File: config.mk
export PLATFORM = sky130hd
export DESIGN_NAME = pool_feature_streamer
export DESIGN_NICKNAME = d
export VERILOG_FILES = /design/src/rtl/pool_feature_streamer_pkg.sv /design/src/rtl/pool_feature_streamer_bank.sv /design/src/rtl/pool_feature_streamer.sv
export SDC_FILE = /design/constraint.sdc
export NUM_CORES = 2
export LEC_CHECK = 0
export CORE_MARGIN = 4
export CORE_UTILIZATION = 55
export CTS_CLUSTER_SIZE = 24
export DETAILED_ROUTE_END_ITERATION = 8
export GPL_TIMING_DRIVEN = 0
export HOLD_SLACK_MARGIN = 0.1
export PLACE_DENSITY_LB_ADDON = 0.08
export SYNTH_ARGS = -nofsm -noshare
export SYNTH_HDL_FRONTEND = slang
export SYNTH_SLANG_ARGS = --single-unit
File: constraint.sdc
create_clock -name clk -period 5.6 [get_ports clk]
set_input_delay 0.84 -clock clk [delete_from_list [all_inputs] [get_ports clk]]
set_output_delay 0.84 -clock clk [all_outputs]
set_load 0.01 [all_outputs]
File: src/rtl/pool_feature_streamer_pkg.sv
// Shared defaults for the pooled-feature streamer (CO, OF_BW, POS and the
// position index width derived from POS).
package pool_feature_streamer_pkg;

  localparam int CoDefault   = 3;
  localparam int OfBwDefault = 16;
  localparam int PosDefault  = 16;

  // Index width for a power-of-two position count.
  function automatic int idx_bw(input int pos);
    return (pos > 1) ? $clog2(pos) : 1;
  endfunction

  localparam int IdxBwDefault = idx_bw(PosDefault);

endpackage

File: src/rtl/pool_feature_streamer_bank.sv
// feature_bank: two banks of POS words each, one write port and one
// registered read port. The read register returns zero when not enabled so
// the streamed data bus is quiet between frames.
module feature_bank
  import pool_feature_streamer_pkg::*;
#(
  parameter int W   = CoDefault * OfBwDefault,
  parameter int POS = PosDefault
) (
  input  logic                       clk,
  input  logic                       reset,
  input  logic                       wr_en_i,
  input  logic                       wr_bank_i,
  input  logic [$clog2(POS)-1:0]     wr_addr_i,
  input  logic [W-1:0]               wr_data_i,
  input  logic                       rd_en_i,
  input  logic                       rd_bank_i,
  input  logic [$clog2(POS)-1:0]     rd_addr_i,
  output logic [W-1:0]               rd_data_o
);

  logic [W-1:0] mem_q [2*POS];
  logic [W-1:0] rd_data_q, rd_data_d;

  // Storage array; contents need no reset because full flags gate every read.
  always_ff @(posedge clk) begin
    if (wr_en_i) begin
      mem_q[{wr_bank_i, wr_addr_i}] <= wr_data_i;
    end
  end

  // Read data selection for the output register.
  always_comb begin
    rd_data_d = '0;
    if (rd_en_i) begin
      rd_data_d = mem_q[{rd_bank_i, rd_addr_i}];
    end
  end

  // Registered read port.
  always_ff @(posedge clk or posedge reset) begin
    if (reset) begin
      rd_data_q <= '0;
    end else begin
      rd_data_q <= rd_data_d;
    end
  end

  assign rd_data_o = rd_data_q;

endmodule

File: src/rtl/pool_feature_streamer.sv
// pool_feature_streamer: ping-pong frame buffer between max pooling and the
// FC1 accumulator. Optional sticky drop flag o_overflow is built only when
// STREAM_OVF_FLAG_EN is defined.
module pool_feature_streamer
  import pool_feature_streamer_pkg::*;
#(
  parameter int CO    = CoDefault,
  parameter int OF_BW = OfBwDefault,
  parameter int POS   = PosDefault
) (
  input  logic                      clk,
  input  logic                      reset,
  input  logic                      i_in_valid,
  input  logic [CO*OF_BW-1:0]       i_in_pooling,
  output logic                      o_in_ready,
  output logic                      o_ot_valid,
  output logic [CO*OF_BW-1:0]       o_ot_pooling,
  output logic [$clog2(POS)-1:0]    o_ot_idx,
  output logic                      o_ot_last
`ifdef STREAM_OVF_FLAG_EN
  ,
  output logic                      o_overflow
`endif
);

  localparam int W      = CO * OF_BW;
  localparam int IDX_BW = $clog2(POS);
  localparam logic [IDX_BW-1:0] IdxMax = IDX_BW'(POS - 1);
  localparam logic [IDX_BW-1:0] IdxOne = IDX_BW'(1);

  typedef enum logic {StIdle, StStream} rd_state_e;

  rd_state_e         state_q, state_d;
  logic              wr_bank_q, wr_bank_d;
  logic [IDX_BW-1:0] wr_ptr_q, wr_ptr_d;
  logic [1:0]        full_q, full_d;
  logic              rd_bank_q, rd_bank_d;
  logic [IDX_BW-1:0] rd_ptr_q, rd_ptr_d;
  logic              valid_q, valid_d;
  logic              last_q, last_d;

  logic              in_ready;
  logic              wr_fire;
  logic              wr_done;
  logic [1:0]        full_set;
  logic [1:0]        full_clr;
  logic              rd_last;
  logic              other_full;
  logic              rd_en;
  logic              rd_bank_sel;
  logic [IDX_BW-1:0] rd_addr;

  // Write side: accept, advance pointer, mark bank full on the final word.
  always_comb begin
    in_ready  = !full_q[wr_bank_q];
    wr_fire   = i_in_valid && in_ready;
    wr_done   = wr_fire && (wr_ptr_q == IdxMax);
    wr_ptr_d  = wr_ptr_q;
    wr_bank_d = wr_bank_q;
    full_set  = 2'b00;
    if (wr_fire) begin
      wr_ptr_d = wr_ptr_q + IdxOne;
    end
    if (wr_done) begin
      wr_ptr_d           = '0;
      wr_bank_d          = !wr_bank_q;
      full_set[wr_bank_q] = 1'b1;
    end
  end

  // Read FSM next state; a bank completing this edge counts so frames chain
  // without a bubble.
  always_comb begin
    rd_last    = (state_q == StStream) && (rd_ptr_q == IdxMax);
    other_full = full_q[!rd_bank_q] || full_set[!rd_bank_q];
    state_d    = state_q;
    unique case (state_q)
      StIdle:   if (full_q[rd_bank_q]) state_d = StStream;
      StStream: if (rd_last) state_d = other_full ? StStream : StIdle;
      default:  state_d = StIdle;
    endcase
  end

  // Read FSM outputs: read request, pointer/bank update and flag release.
  always_comb begin
    rd_en       = 1'b0;
    rd_bank_sel = rd_bank_q;
    rd_addr     = '0;
    rd_ptr_d    = rd_ptr_q;
    rd_bank_d   = rd_bank_q;
    full_clr    = 2'b00;
    unique case (state_q)
      StIdle: begin
        if (full_q[rd_bank_q]) begin
          rd_en    = 1'b1;
          rd_ptr_d = '0;
        end
      end
      StStream: begin
        if (rd_last) begin
          full_clr[rd_bank_q] = 1'b1;
          rd_bank_d           = !rd_bank_q;
          rd_ptr_d            = '0;
          if (other_full) begin
            rd_en       = 1'b1;
            rd_bank_sel = !rd_bank_q;
          end
        end else begin
          rd_en    = 1'b1;
          rd_addr  = rd_ptr_q + IdxOne;
          rd_ptr_d = rd_ptr_q + IdxOne;
        end
      end
      default: ;
    endcase
    valid_d = rd_en;
    last_d  = rd_en && (rd_ptr_d == IdxMax);
    full_d  = (full_q & ~full_clr) | full_set;
  end

  // FSM state register.
  always_ff @(posedge clk or posedge reset) begin
    if (reset) begin
      state_q <= StIdle;
    end else begin
      state_q <= state_d;
    end
  end

  // Pointers, flags and registered output controls.
  always_ff @(posedge clk or posedge reset) begin
    if (reset) begin
      wr_bank_q <= 1'b0;
      wr_ptr_q  <= '0;
      full_q    <= 2'b00;
      rd_bank_q <= 1'b0;
      rd_ptr_q  <= '0;
      valid_q   <= 1'b0;
      last_q    <= 1'b0;
    end else begin
      wr_bank_q <= wr_bank_d;
      wr_ptr_q  <= wr_ptr_d;
      full_q    <= full_d;
      rd_bank_q <= rd_bank_d;
      rd_ptr_q  <= rd_ptr_d;
      valid_q   <= valid_d;
      last_q    <= last_d;
    end
  end

`ifdef STREAM_OVF_FLAG_EN
  logic ovf_q, ovf_d;

  // Sticky drop flag, cleared only by reset.
  always_comb begin
    ovf_d = ovf_q || (i_in_valid && !in_ready);
  end

  // Drop flag register.
  always_ff @(posedge clk or posedge reset) begin
    if (reset) begin
      ovf_q <= 1'b0;
    end else begin
      ovf_q <= ovf_d;
    end
  end

  assign o_overflow = ovf_q;
`endif

  feature_bank #(
    .W   (W),
    .POS (POS)
  ) u_bank (
    .clk       (clk),
    .reset     (reset),
    .wr_en_i   (wr_fire),
    .wr_bank_i (wr_bank_q),
    .wr_addr_i (wr_ptr_q),
    .wr_data_i (i_in_pooling),
    .rd_en_i   (rd_en),
    .rd_bank_i (rd_bank_sel),
    .rd_addr_i (rd_addr),
    .rd_data_o (o_ot_pooling)
  );

  assign o_in_ready = in_ready;
  assign o_ot_valid = valid_q;
  assign o_ot_idx   = rd_ptr_q;
  assign o_ot_last  = last_q;

endmodule
**Word-level counts from Yosys, hierarchy flattened**

Memory sizes are Yosys's and may differ from the RTL's.
Index checks and enable logic that the tools add are counted.

- Bitwise operators: 4
- Mux-type cells: 31
- Equality and inequality tests: 3
- Reduce and logical (&&, ||, !) cells: 12
- Add/subtract/negate cells: 2
- Order comparisons: 5

Operators with widths:

| kind | count |
|---|---|
| two-way mux 48 bit | 1 |
| two-way mux 4 bit | 5 |
| two-way mux 1 bit | 18 |
| == test 4 bit (second input constant) | 3 |
| adder 4 x 1 -> 4 bit (second input constant) | 2 |
| case mux 4 bit (2 select lines) | 1 |
| logical AND 1 bit | 6 |
| < comparator 1 x 2 -> 1 bit (second input constant) | 3 |
| two-way mux 2 bit | 3 |
| zero test 1 bit | 3 |
| AND 2 bit | 1 |
| demux 1 bit (select 1 bit) | 2 |
| greater-or-equal comparator 1 bit (second input constant) | 2 |
| NOT 2 bit | 1 |
| bitwise OR 2 bit | 1 |
| case mux 1 bit (2 select lines) | 1 |
| AND reduction 2 bit | 1 |
| nonzero test 2 bit | 1 |
| logical OR 1 bit | 1 |
| NOT 1 bit | 1 |

- Memories: 1
- Input bits: 51
- Logic and storage cells: 66
- Output and inout port bits: 55
- RAM bits: 1536
- Flip-flop bits (word level): 62

Memories:

| memory | words | width | rd ports | clocked after memory_dff | write ports | RTL line | RTL |
|---|---|---|---|---|---|---|---|
| u_bank.mem_q | 32 | 48 | 1 | 0 | 1 | pool_feature_streamer_bank.sv:22 | `logic [W-1:0] mem_q [2*POS];` |

**Longest topological paths before layout**

An unclocked memory read counts as a cell.

- Depth after elaboration: 14
- Gate-level depth with buffers: 12
- Depth with buffers taken out: 7

**Cells and area by module**

A second synthesis with hierarchy kept.

- Cell total of the unflattened synthesis: 2643
- Area, all modules: 60568.1 um^2

By module, submodules not included:

| module | area each (um^2) | cells each | times used | sequential area each (um^2) |
|---|---|---|---|---|
| feature_bank | 59806.1 | 2568 | 1 | 47325.4 |
| pool_feature_streamer | 762.0 | 75 | 1 | 350.3 |

**Worst setup path before layout**

No wires, ideal clock.

- Path type: register to register
- Start: register wr_bank_q
- End: register u_bank.rd_data_q[46] (netlist: u_bank.rd_data_o[46])
- Clock period less this slack: 4033 ps
- Data arrival time: 3967 ps
- Required time: 5534 ps
- Stages on the path, launching flop included: 10
- Setup slack: 1567 ps
- Path buffers: 3
- Setup time: 66 ps
- Cell sequence: dfrtp_1 > buf_2 > mux2i_1 > nand3_1 > nor2_1 > o21bai_1 > a21oi_1 > buf_2 > buf_4 > a22o_1

- Word-level cells in the longest chain between the ends: 14
- Elaborated cells between the ends (all ways): 22
- Those cells by class: order compare (2); mux (14); reduce/logical (5); memory (1)

Ends and longest elaborated chain:

| item | RTL line | RTL |
|---|---|---|
| start: declaration | pool_feature_streamer.sv:34 | `logic wr_bank_q, wr_bank_d;` |
| start signal: assignment | pool_feature_streamer.sv:141 | `wr_bank_q <= wr_bank_d;` |
| two-way mux 1 bit (not written as such) (*) (2 in series) | pool_feature_streamer.sv:55 | `in_ready = !full_q[wr_bank_q];` |
| zero test 1 bit (*) | pool_feature_streamer.sv:55 |  |
| via o_in_ready | pool_feature_streamer.sv:15 | `output logic o_in_ready,` |
| logical AND 1 bit (*) | pool_feature_streamer.sv:56 | `wr_fire = i_in_valid && in_ready;` |
| logical AND 1 bit (*) | pool_feature_streamer.sv:57 | `wr_done = wr_fire && (wr_ptr_q == IdxMax);` |
| two-way mux 2 bit (*) | pool_feature_streamer.sv:64 | `if (wr_done) begin` |
| two-way mux 1 bit (not written as such) (*) (2 in series) | pool_feature_streamer.sv:75 | `other_full = full_q[!rd_bank_q] \|\| full_set[!rd_bank_q];` |
| logical OR 1 bit (*) | pool_feature_streamer.sv:75 |  |
| two-way mux 1 bit | pool_feature_streamer.sv:104 | `if (other_full) begin` |
| two-way mux 1 bit | pool_feature_streamer.sv:100 | `if (rd_last) begin` |
| two-way mux 1 bit | pool_feature_streamer.sv:92 | `unique case (state_q)` |
| memory read (32 x 48 bit) | -- |  |
| two-way mux 48 bit (*) | pool_feature_streamer_bank.sv:35 | `if (rd_en_i) begin` |
| via u_bank.rd_data_d[46] | pool_feature_streamer_bank.sv:23 | `logic [W-1:0] rd_data_q, rd_data_d;` |
| end signal: assignment | pool_feature_streamer_bank.sv:45 | `rd_data_q <= rd_data_d;` |
| end: declaration | pool_feature_streamer_bank.sv:23 |  |

The timed path passes the listed nets; every way through them passes the cells marked *. The select of a mux whose other input is x is not followed.
A chain may end at the register's enable or synchronous reset.

**Final worst setup path**

- Start: register wr_bank_q
- End: register u_bank.rd_data_q[33] (netlist: u_bank.rd_data_o[33])

- Word-level cells in the longest chain between the ends: 14
- Elaborated cells between the ends (all ways): 22
- Those cells by class: order compare (2); mux (14); reduce/logical (5); memory (1)

Ends and longest elaborated chain:

| item | RTL line |
|---|---|
| branches (longest 5 deep; another with < comparator 1 x 2 -> 1 bit) | -- |
| two-way mux 2 bit (*) | pool_feature_streamer.sv:64 |
| two-way mux 1 bit (not written as such) (*) (2 in series) | pool_feature_streamer.sv:75 |
| logical OR 1 bit (*) | pool_feature_streamer.sv:75 |
| two-way mux 1 bit | pool_feature_streamer.sv:104 |
| two-way mux 1 bit | pool_feature_streamer.sv:100 |
| two-way mux 1 bit | pool_feature_streamer.sv:92 |
| memory read (32 x 48 bit) | -- |
| two-way mux 48 bit (*) | pool_feature_streamer_bank.sv:35 |
| via u_bank.rd_data_d[33] | pool_feature_streamer_bank.sv:23 |

Mark *: on every way through the listed nets, which the timed path passes. The select of a mux whose other input is x is not followed.

==> impl_results.md <==
- Multiplexer share of the synthesized area: 6.50%
- Post-route design area: 72600 µm²
- Post-synth cell types: 55
- CTS sink cnt: 1598
- Layout cells sized above 1: 14.1%
- HPWL after detailed placement: between 100000 and 150000 µm
- NumNets Final: 4268
- H-tree depth: 4
- Global-route wire length before repair: 262000 µm
- Clk slew on worst S/H paths: ~0.060 ns
- Sequential cell area: between 40000 and 50000 µm²
- Syn Inst Count: ~3900
- Worst Hold Class: in2async
- Vias in the first global route: between 30000 and 40000
- Number of top-level pins: between 100 and 150
- CTS root buf: clkbuf_16
- Initial core utilization: 55.3%
- DR vias/cell: approximately 6.5
- Final setup vio count: 0
- Core ar.: between 100000 and 150000 µm²
- Crit. End Element: flop
- Main combinational cell family by area after synthesis: compound AO/OA/AOI/OAI gates
- Post-synth ARST share: between 3 and 4%
- DRT Wirelength: between 150000 and 200000 µm
- Multi-input logic area: 14400 µm²
- Overall power: around 34 mW
- CTS hold repair buffers: 0
- Adder-cell share of the synthesized area: 0.0990%
- Synth Flop Type: edfxtp_1
- Worst Path Required: approximately 6.3 ns
- GPL Wtd Cong: roughly 0.83
- TritonCTS clock tree: done
- Initial antenna violation count: 10
- Synth Area in XOR/XNOR: less than 1%
- Post-CTS Resized: 0
- Minimum clock period: 4.56 ns
- Row cnt: 124
- Post-Synth Simple-Gate Area: roughly 6.3%
- DRC: 0
- Int Power: 22.5 mW
- DR vias: 37800
- Max FO, Critical Path: 20
- Fmax achieved: between 0.2 and 0.25 GHz
- Fill cells: roughly 8200
- Ys Warns: 0
- Clock latency on the worst-skew pair: approximately 0.77 ns
- RSZ-0062 raised after global routing: no
- Post-synth EDFFs: approximately 1500
- Synth Cell Area: around 63000 µm²
- Post-Route Skew: roughly 0.026 ns
- Slew Viols, Final: 0
- Relative slew slack: between 5 and 6%
- Sequential Power Share: about two fifths
- Yosys reg bits: roughly 1600
- Gate power share: 28.5%
- Synth area leaders: edfxtp_1 (73%), mux2_2 (3.3%), mux2i_1 (3.0%)
- P_sw: between 10 and 15 mW
- Hold Vio Cnt, Final: 0
- GRT Util Overall: 30.2%
- Status: complete, no violations
- Routed WL per cell: between 30 and 40 µm
- Fin crit share: 81.5%
- Crit path launch type: flop
- Synth top area share: about three quarters
- First-pass DRT Iterations: 9
- Max Root-Sink Buffers: 3
- Sequential-to-total area share from yosys stat: 75.5%
- Die H: ~350 µm
- PwrDens: 469 nW/µm²
- Area of the die: 120000 µm²
- Post-synthesis compound-gate area fraction: under 10%
- Critical path type: reg2reg
- Clk network pwr share: a little under a third
- Drt first-iter violations: between 4000 and 5000
- Leakage: roughly 23 nW
- Antenna viol nets, final: 0
- Placed Area: between 60000 and 70000 µm²
- Grt ovf: 0
- FF-to-FF Start: wr_bank_q
- Worst Max-Slew Pin Slew: 1.41 ns
- Largest net degree at the start of global routing: 42
- Sw Ratio: approximately 34%
- # port buffers: between 100 and 150
- Syn Area/Cell: ~16 µm²
- CTS Buf Count: ~160
- Die W: between 300 and 400 µm
- # Max-Cap Violations: 0
- Worst EP arrival: 5.22 ns
- Worst Setup SP: wr_bank_q
- Worst IR Drop VDD: between 0.3 and 0.4 mV
- Cell taking the most area after synthesis: edfxtp_1
- Syn_nets: a little under 4000
- FF-to-FF setup slack: roughly 1.0 ns
- Post-CTS setup repair buffer count: 0
- Area growth syn-to-layout: 14.9%
==> power groups by stage <==
stage | Clock, mW | Sequential [mW] | Combinational (mW)
after floorplan | 0 | 14.4 | 5.06
after global placement | 0 | 14.4 | 9.19
after detailed placement | 0 | 14.3 | 9.54
after CTS | 10.3 | 14.0 | 9.58
after global routing | 10.9 | 14.1 | 10.1
final | 10.3 | 14.0 | 9.69
==> synthesized netlist by cell type (5+ instances only) <==
library cell	count
a211o_1	95
a211oi_1	191
a21oi_1	99
a22o_1	48
a311o_1	95
buf_1	10
buf_2	87
buf_4	9
clkbuf_1	183
dfrtp_1	62
edfxtp_1	1536
ha_1	5
inv_1	6
mux2_1	7
mux2_2	183
mux2i_1	192
nand2_1	496
nand4_1	95
nor2_1	36
nor2b_1	192
o2111ai_1	190
o21ai_0	8
==> placed cells by master (no fill, tap or decap), drive strengths merged, types with 5 or more instances in the layout <==
| cell type | n |
|---|---|
| edfxtp | 1536 |
| o21ai | 9 |
| clkinv | 64 |
| a311o | 95 |
| clkbuf | 400 |
| a22o | 48 |
| bufinv | 6 |
| buf | 170 |
| a211oi | 191 |
| nand3 | 5 |
| nand4 | 95 |
| mux2i | 192 |
| nand2 | 496 |
| o2111ai | 190 |
| ha | 5 |
| mux2 | 190 |
| nor2 | 37 |
| a211o | 95 |
| inv | 14 |
| clkdlybuf4s50 | 105 |
| nor2b | 192 |
| dfrtp | 62 |
| a21oi | 99 |
==> path summary, 6_finish.rpt <==
check	cells after the start	endpoint
setup / recovery	10	u_bank.rd_data_o[33]
hold / removal	2	u_bank.rd_data_o[16]
setup reg to reg	10	u_bank.rd_data_o[33]
hold reg to reg	1	full_q[1]
max in group asynchronous	3	u_bank.rd_data_o[37]
min in group clk	1	full_q[1]
==> stage by stage <==
stage,cells,hold slack [ns],util [%],setup WS [ns],TNS [ns]
CTS,5856,0.413,63.6,1.14,0
detailed placement,5560,0.604,59.2,0.928,0
floorplan,3883,0.504,-,1.57,0
finish,5858,0.429,63.6,1.04,0
global route,5856,0.437,63.6,0.926,0
global placement,5500,0.585,57.9,-3.11,-1909.21
==> metal layers <==
| layer | wire length (µm) | global-route usage [%] | up-vias |
|---|---|---|---|
| met5 | 41 | 0 | - |
| li1 | - | - | 16100 |
| met2 | 85600 | 47.1 | 2029 |
| met4 | 7220 | 11.8 | 6 |
| met1 | 74400 | 42.5 | 19400 |
| met3 | 16700 | 5.83 | 341 |
==> flip-flops by register name (all words and copies together) (netlist names) <==
name,flops
o_ot_idx,4
rd_bank_q,1
o_ot_last,1
o_ot_valid,1
wr_bank_q,1
u_bank.rd_data_o,48
u_bank.mem_q,1536
wr_ptr_q,4
full_q,2
==> kinds of logic (layout without fill, tap and decap cells) <==
logic type / Yosys count / count (layout)
AO/OA/AOI/OAI: 747 / 747
XOR/XNOR: 4 / 4
adder cells (fa/ha/maj): 5 / 5
buffers and inverters: 299 / 760
flip-flops: 1598 / 1598
multiplexers: 384 / 384
other: 0 / 2
AND/OR/NAND/NOR: 846 / 846
==> critical path, cell delays in order (launching register included) <==
cell and delay [ns]:
dfrtp_1 0.32, buf_2 0.24, mux2i_1 0.47, nand3_1 0.34
nor2_4 0.54, buf_12 0.27, o21bai_1 0.09, a21oi_1 1.00
buf_2 0.59, buf_4 0.30, a22o_1 0.27
==> cell type report <==
class | count | share of cell area, %
diodes | 2 | 0.00689
plain buffers | 293 | 1.76
clock buffers | 217 | 6.06
clock inverters | 79 | 0.814
inverters | 6 | 0.0345
multi-input cells | 1986 | 19.9
flip-flops and latches | 1598 | 65.7
well taps | 1512 | 2.61
repair buffers | 165 | 3.15
No activity file was read; power rests on OpenSTA's default activity.
